===== config.mk =====
export PLATFORM = sky130hd
export DESIGN_NAME = mesh_shearsort_engine
export DESIGN_NICKNAME = d
export VERILOG_FILES = /design/src/rtl/mesh_sort_pkg.sv /design/src/rtl/mesh_cas.sv /design/src/rtl/mesh_shearsort_engine.sv
export SDC_FILE = /design/constraint.sdc
export NUM_CORES = 2
export LEC_CHECK = 0
export CORE_MARGIN = 1
export CORE_UTILIZATION = 40
export CTS_BUF_LIST = sky130_fd_sc_hd__clkbuf_8
export DETAILED_ROUTE_END_ITERATION = 10
export DONT_BUFFER_PORTS = 1
export GPL_ROUTABILITY_DRIVEN = 1
export RECOVER_POWER = 50
export SETUP_SLACK_MARGIN = 0.2
export SLEW_MARGIN = 10
export SYNTH_ARGS = -nofsm -noshare
export SYNTH_HDL_FRONTEND = slang
export SYNTH_HIERARCHICAL = 1
export SYNTH_SLANG_ARGS = --single-unit

===== constraint.sdc =====
create_clock -name clk -period 6.8 [get_ports clk]
set_input_delay 1.7 -clock clk [delete_from_list [all_inputs] [get_ports clk]]
set_output_delay 1.7 -clock clk [all_outputs]
set_load 0.02 [all_outputs]

===== src/rtl/mesh_sort_pkg.sv =====
// Shared types and the latency helper for the mesh shearsort engine.
// MESH_SORT_ROWMAJOR_EN adds one all-ascending row phase, which turns the snake result into row-major order.
package mesh_sort_pkg;

    typedef enum logic [2:0] {
        IDLE,
        ROW,
        COL,
        FIX,
        DONE
    } state_t;

    typedef enum logic {
        ASC  = 1'b0,
        DESC = 1'b1
    } dir_t;

    // Clock edges from the accepting edge to the edge that raises out_valid.
    function automatic int sort_latency(input int n);
        int logn;
        logn = $clog2(n);
`ifdef MESH_SORT_ROWMAJOR_EN
        return (2 * logn + 2) * n;
`else
        return (2 * logn + 1) * n;
`endif
    endfunction

endpackage


===== src/rtl/mesh_cas.sv =====
// Combinational compare-and-swap cell; lo/hi are the keys for the lower and higher mesh index of the pair.
module mesh_cas
    import mesh_sort_pkg::*;
#(
    parameter int WIDTH = 8
) (
    input  logic [WIDTH-1:0] a,
    input  logic [WIDTH-1:0] b,
    input  dir_t             dir,
    input  logic             en,
    output logic [WIDTH-1:0] lo,
    output logic [WIDTH-1:0] hi,
    output logic             swapped
);

    // Strict compare only, so equal keys stay put.
    assign swapped = en && ((dir == ASC) ? (a > b) : (a < b));
    assign lo      = swapped ? b : a;
    assign hi      = swapped ? a : b;

endmodule


===== src/rtl/mesh_shearsort_engine.sv =====
// Handshaked shearsort engine: one N x N matrix in, snake-ordered matrix out.
// MESH_SORT_ROWMAJOR_EN enables the FIX phase so the result comes out row-major sorted.
module mesh_shearsort_engine
    import mesh_sort_pkg::*;
#(
    parameter int N     = 8,
    parameter int WIDTH = 8
) (
    input  logic                     clk,
    input  logic                     reset,
    input  logic                     in_valid,
    output logic                     in_ready,
    input  logic [N*N*WIDTH-1:0]     matrix_in,
    output logic                     out_valid,
    input  logic                     out_ready,
    output logic [N*N*WIDTH-1:0]     sorted_matrix,
    output logic                     busy
);

    // state | meaning
    // IDLE  | waiting for a matrix, in_ready high
    // ROW   | odd-even steps across all rows, even rows ascending, odd rows descending
    // COL   | odd-even steps down all columns, ascending
    // FIX   | final odd-even steps across all rows, all ascending (row-major build only)
    // DONE  | result presented, held until out_ready

    localparam int LOGN = $clog2(N);
    localparam int PW   = LOGN + 1;
    localparam logic [LOGN-1:0] LAST_STEP  = LOGN'(N - 1);
    localparam logic [PW-1:0]   LAST_PHASE = PW'(LOGN);

    typedef logic [WIDTH-1:0] key_t;

    state_t          state;
    logic [LOGN-1:0] step;
    logic [PW-1:0]   phase;
    key_t            mesh      [N][N];
    key_t            next_mesh [N][N];

    logic row_act;
    logic col_act;
    logic accept;
    logic last_step;
    logic any_swap;
    dir_t row_dir [N];

    key_t row_lo [N][N-1];
    key_t row_hi [N][N-1];
    logic row_sw [N][N-1];
    key_t col_lo [N-1][N];
    key_t col_hi [N-1][N];
    logic col_sw [N-1][N];

    assign in_ready  = (state == IDLE) || ((state == DONE) && out_ready);
    assign accept    = in_valid && in_ready;
    assign row_act   = (state == ROW) || (state == FIX);
    assign col_act   = (state == COL);
    assign last_step = (step == LAST_STEP);

    always_comb begin
        for (int r = 0; r < N; r++) begin
            row_dir[r] = (((r % 2) == 1) && (state == ROW)) ? DESC : ASC;
        end
    end

    for (genvar r = 0; r < N; r++) begin : g_row
        for (genvar k = 0; k < N - 1; k++) begin : g_pair
            localparam logic PAR = 1'(k % 2);
            mesh_cas #(.WIDTH(WIDTH)) u_cas (
                .a       (mesh[r][k]),
                .b       (mesh[r][k+1]),
                .dir     (row_dir[r]),
                .en      (row_act && (step[0] == PAR)),
                .lo      (row_lo[r][k]),
                .hi      (row_hi[r][k]),
                .swapped (row_sw[r][k])
            );
        end
    end

    for (genvar k = 0; k < N - 1; k++) begin : g_col
        for (genvar c = 0; c < N; c++) begin : g_pair
            localparam logic PAR = 1'(k % 2);
            mesh_cas #(.WIDTH(WIDTH)) u_cas (
                .a       (mesh[k][c]),
                .b       (mesh[k+1][c]),
                .dir     (ASC),
                .en      (col_act && (step[0] == PAR)),
                .lo      (col_lo[k][c]),
                .hi      (col_hi[k][c]),
                .swapped (col_sw[k][c])
            );
        end
    end

    // Pairs of one step are disjoint, so only the cells of the active parity write back.
    always_comb begin
        next_mesh = mesh;
        any_swap  = 1'b0;
        for (int r = 0; r < N; r++) begin
            for (int k = 0; k < N - 1; k++) begin
                any_swap = any_swap | row_sw[r][k] | col_sw[k][r];
                if (row_act && ((k % 2) == int'(step[0]))) begin
                    next_mesh[r][k]   = row_lo[r][k];
                    next_mesh[r][k+1] = row_hi[r][k];
                end
                if (col_act && ((k % 2) == int'(step[0]))) begin
                    next_mesh[k][r]   = col_lo[k][r];
                    next_mesh[k+1][r] = col_hi[k][r];
                end
            end
        end
    end

    always_comb begin
        sorted_matrix = '0;
        for (int r = 0; r < N; r++) begin
            for (int c = 0; c < N; c++) begin
                sorted_matrix[(r*N+c)*WIDTH +: WIDTH] = mesh[r][c];
            end
        end
    end

    always_ff @(posedge clk) begin
        if (reset) begin
            state     <= IDLE;
            step      <= '0;
            phase     <= '0;
            out_valid <= 1'b0;
            busy      <= 1'b0;
            for (int r = 0; r < N; r++) begin
                for (int c = 0; c < N; c++) begin
                    mesh[r][c] <= '0;
                end
            end
        end else if (accept) begin
            // Reached from IDLE or from DONE with the output handshake on the same edge.
            for (int r = 0; r < N; r++) begin
                for (int c = 0; c < N; c++) begin
                    mesh[r][c] <= matrix_in[(r*N+c)*WIDTH +: WIDTH];
                end
            end
            step      <= '0;
            phase     <= '0;
            state     <= ROW;
            out_valid <= 1'b0;
            busy      <= 1'b1;
        end else begin
            case (state)
                ROW: begin
                    mesh <= next_mesh;
                    step <= step + 1'b1;
                    if (last_step) begin
                        if (phase == LAST_PHASE) begin
`ifdef MESH_SORT_ROWMAJOR_EN
                            state <= FIX;
`else
                            state     <= DONE;
                            out_valid <= 1'b1;
                            busy      <= 1'b0;
`endif
                        end else begin
                            state <= COL;
                        end
                    end
                end
                COL: begin
                    mesh <= next_mesh;
                    step <= step + 1'b1;
                    if (last_step) begin
                        phase <= phase + 1'b1;
                        state <= ROW;
                    end
                end
`ifdef MESH_SORT_ROWMAJOR_EN
                FIX: begin
                    mesh <= next_mesh;
                    step <= step + 1'b1;
                    if (last_step) begin
                        state     <= DONE;
                        out_valid <= 1'b1;
                        busy      <= 1'b0;
                    end
                end
`endif
                DONE: begin
                    if (out_ready) begin
                        state     <= IDLE;
                        out_valid <= 1'b0;
                    end
                end
                default: ;
            endcase
        end
    end

`ifndef SYNTHESIS
    int   lat_cnt;
    logic out_valid_q;

    always_ff @(posedge clk) begin
        if (reset) begin
            lat_cnt     <= 0;
            out_valid_q <= 1'b0;
        end else begin
            out_valid_q <= out_valid;
            if (accept) begin
                lat_cnt <= 0;
            end else if (busy) begin
                lat_cnt <= lat_cnt + 1;
            end
            if (out_valid && !out_valid_q) begin
                a_latency: assert (lat_cnt == sort_latency(N));
            end
        end
    end
`endif

endmodule


==> results_dict.tcl <==
set metrics [dict create \
    status "finished with violations" \
    failed_checks "capacitance limit, slew limit" \
    synth.mux.area_fraction_pct 30.9 \
    cts_tree "done" \
    critPathKind "flop to flop" \
    synth_top_family_by_area "multiplexers" \
    cts.repair.resized 0 \
    io_buffers 0 \
    hold_depth 2 \
    synth_area_leaders "mux2_4 (17%), ha_1 (13%), dfxtp_1 (12%)" \
    area_delta_synth_final_pct 5.51 \
    cts_buffers 134 \
    slew_headroom_pct -108 \
    dpl-instance-area_mm2 0.0900 \
    die_w_um 469 \
    postSynth.asyncResetShare_pct 0 \
    grt_use_total_pct 34.1 \
    synth_area_leader_cell "mux2_4" \
    synthCells 10100 \
    hold-worst-slack_ns 0.464 \
    p_leak_nw 35.5 \
    cp_max_fo 56 \
    postCtsSetupBuffers 0 \
    clock_latency_ns 0.97 \
    yosys_most_used_dff "dfxtp_1" \
    cp.required_ns 7.66 \
    rsz0062_at_grt "no" \
    netlist_top_cells_count "inv_1 (1,138), mux2_4 (1,008), ha_1 (899)" \
    post-dp-hpwl_um 274000 \
    slowest_stage "nor2_1" \
    syn_area_mm2 0.0871 \
    ant_nets 0 \
    synth-seq-cells 524 \
    synth_cell_types 64 \
    setup_slack_ns 1.31 \
    place_congestion 0.939 \
    critPathMaxStageDelay_ns 2.40 \
    fin_crit_ns 5.49 \
    fin_area_mm2 0.0919 \
    ir_worst_vdd_v 0.000220 \
    yosysTopAreaCellShare_pct 17.4 \
    drc 0 \
    syn_avg_cell_area_um2 8.65 \
    power.density_mw_per_mm2 197 \
    htree_num_levels 4 \
    wire_per_inst_um 30.1 \
    fp-row-count 170 \
    critPathCaptureType "flop" \
    first_global_vias 82000 \
    cts.sinks 524 \
    finalSetupTns_ns 0 \
    antenna_found_initial 122 \
    synth-adder-area-share_pct 12.9 \
    clkTransAtPathRegs_ns 0.06 \
    clock-skew-final_ns 0.0750 \
    pin_count 1031 \
    yosysSeqAreaShare_pct 12.0 \
    final_nets 11500 \
    drt_iter0_drc 7439 \
    dieArea_mm2 0.220 \
    crit_arrival_ns 6.35 \
    synthSimpleGateAreaFrac_pct 12.4 \
    tightest_slew_ns 3.11 \
    synth.most_common_cell "inv_1" \
    slew_violations 288 \
    vias 84600 \
    start_kind "flop" \
    synth-edff-count 0 \
    synthXorXnorAreaFrac_pct 0.0201 \
    cap_violations 15 \
    initial_core_util_pct 40.4 \
    max_freq_mhz 182 \
    reg2reg_depth 8 \
    dr.pass1.iters 7 \
    drt-total-wl_um 396000 \
    grt_max_degree 522 \
    grt_overflow_total 0 \
    crit_top_cell "buf_4" \
    coreArea_mm2 0.215 \
    synth_compound_area_share_pct 21.8 \
    finalHoldViolCount 0 \
    rrSetupSlack_ns 1.31 \
    vias_per_cell 6.45 \
    cts_hold_buf 0 \
    pre_cts_slack_ns 1.88 \
    dieHeight_um 469 \
    drive_gt1_share_pct 22.8 \
    finalSetupViolations 0 \
    cp_cell_sequence "buf_4 -> nor3b_2 -> buf_4 -> nor2_1 -> buf_4 -> a21oi_1 -> o32a_1 -> nor3_1" \
    clock_path_buffers 3 \
    period_share_pct 80.8 \
    min_path_type "flop to flop" \
    grt_pass1_wl_um 566000 \
    synth_warnings 6 \
    cts-root-buf "clkbuf_8" \
    nFillCells 21400 \
]
placed cells by master, fill, tap and decap left out, drive strengths merged, types with 219 or more instances in the layout:
| cell type | n |
|---|---|
| a211oi | 229 |
| nor3 | 227 |
| nand4 | 225 |
| a21oi | 841 |
| o21ai | 252 |
| clkbuf | 407 |
| mux2i | 219 |
| nor2 | 653 |
| mux2 | 1857 |
| o211ai | 256 |
| nand2 | 523 |
| inv | 1177 |
| o22ai | 256 |
| dfxtp | 524 |
| ha | 899 |
path summary, 6_finish.rpt:
| path | from | endpoint |
|---|---|---|
| max | state[0] | sorted_matrix[211] |
| max reg2reg | state[0] | sorted_matrix[211] |
| min | step[1] | step[1] |
| min reg2reg | step[1] | step[1] |
metal layers:
layer  part of all wire (%)  wire (um)  vias to the layer above  GRT usage (%)
met3                    9.6      37900                     1124           9.13
met1                     40     157000                    41400           41.5
li1                       -          -                    37600              -
met2                     45     176000                     4420           53.5
met4                    6.2      24500                       56           20.6
met5                  0.090        356                        -              0
sequential cells by signal, summed over array words and instances (netlist names):
signal	count
phase	4
sorted_matrix	512
step	3
busy	1
out_valid	1
state	3
area by class of cell:
class,instances,area (um2),share of cell area [%]
multi-input cells,7942,68800,74.8
well taps,2838,3550,3.86
diodes,97,243,0.264
clock buffers,165,2270,2.47
inverters,1144,4330,4.71
repair buffers,353,1930,2.10
clock inverters,62,329,0.358
flip-flops and latches,524,10500,11.4
kinds of logic after synthesis:
kind of cell               count (synthesis)
other                                      1
AOI/OAI and AO/OA                       2603
buffers and inverters                   1776
xor gates and xnor gates                   2
muxes                                   2076
DFF                                      524
adders and majority gates                899
and+or+nand+nor                         2194
through the flow:
step                      power (mW)  utilization [%]  cells
after floorplan                 11.0                -  10200
after global placement          13.4             41.8  12800
after detailed placement        13.8             41.8  12800
after CTS                       18.1             43.0  13000
after global routing            19.1             42.6  13100
final                           18.1             42.7  13100
worst max-delay path: cells and delay by family, from the launching register on:
family	cells	cell delay, ns
DFF	1	0.41
AOI/OAI and AO/OA	2	0.36
and+or+nand+nor	3	2.65
buffers and inverters	3	1.85
report_power, final:
part	switching, mW	total [mW]	leakage (nW)	internal, mW
sequential	1.39	4.81	4.34	3.43
combinational	5.15	9.09	29.7	3.94
clock	2.02	4.23	1.47	2.21
(Power assumes the default switching activity.)
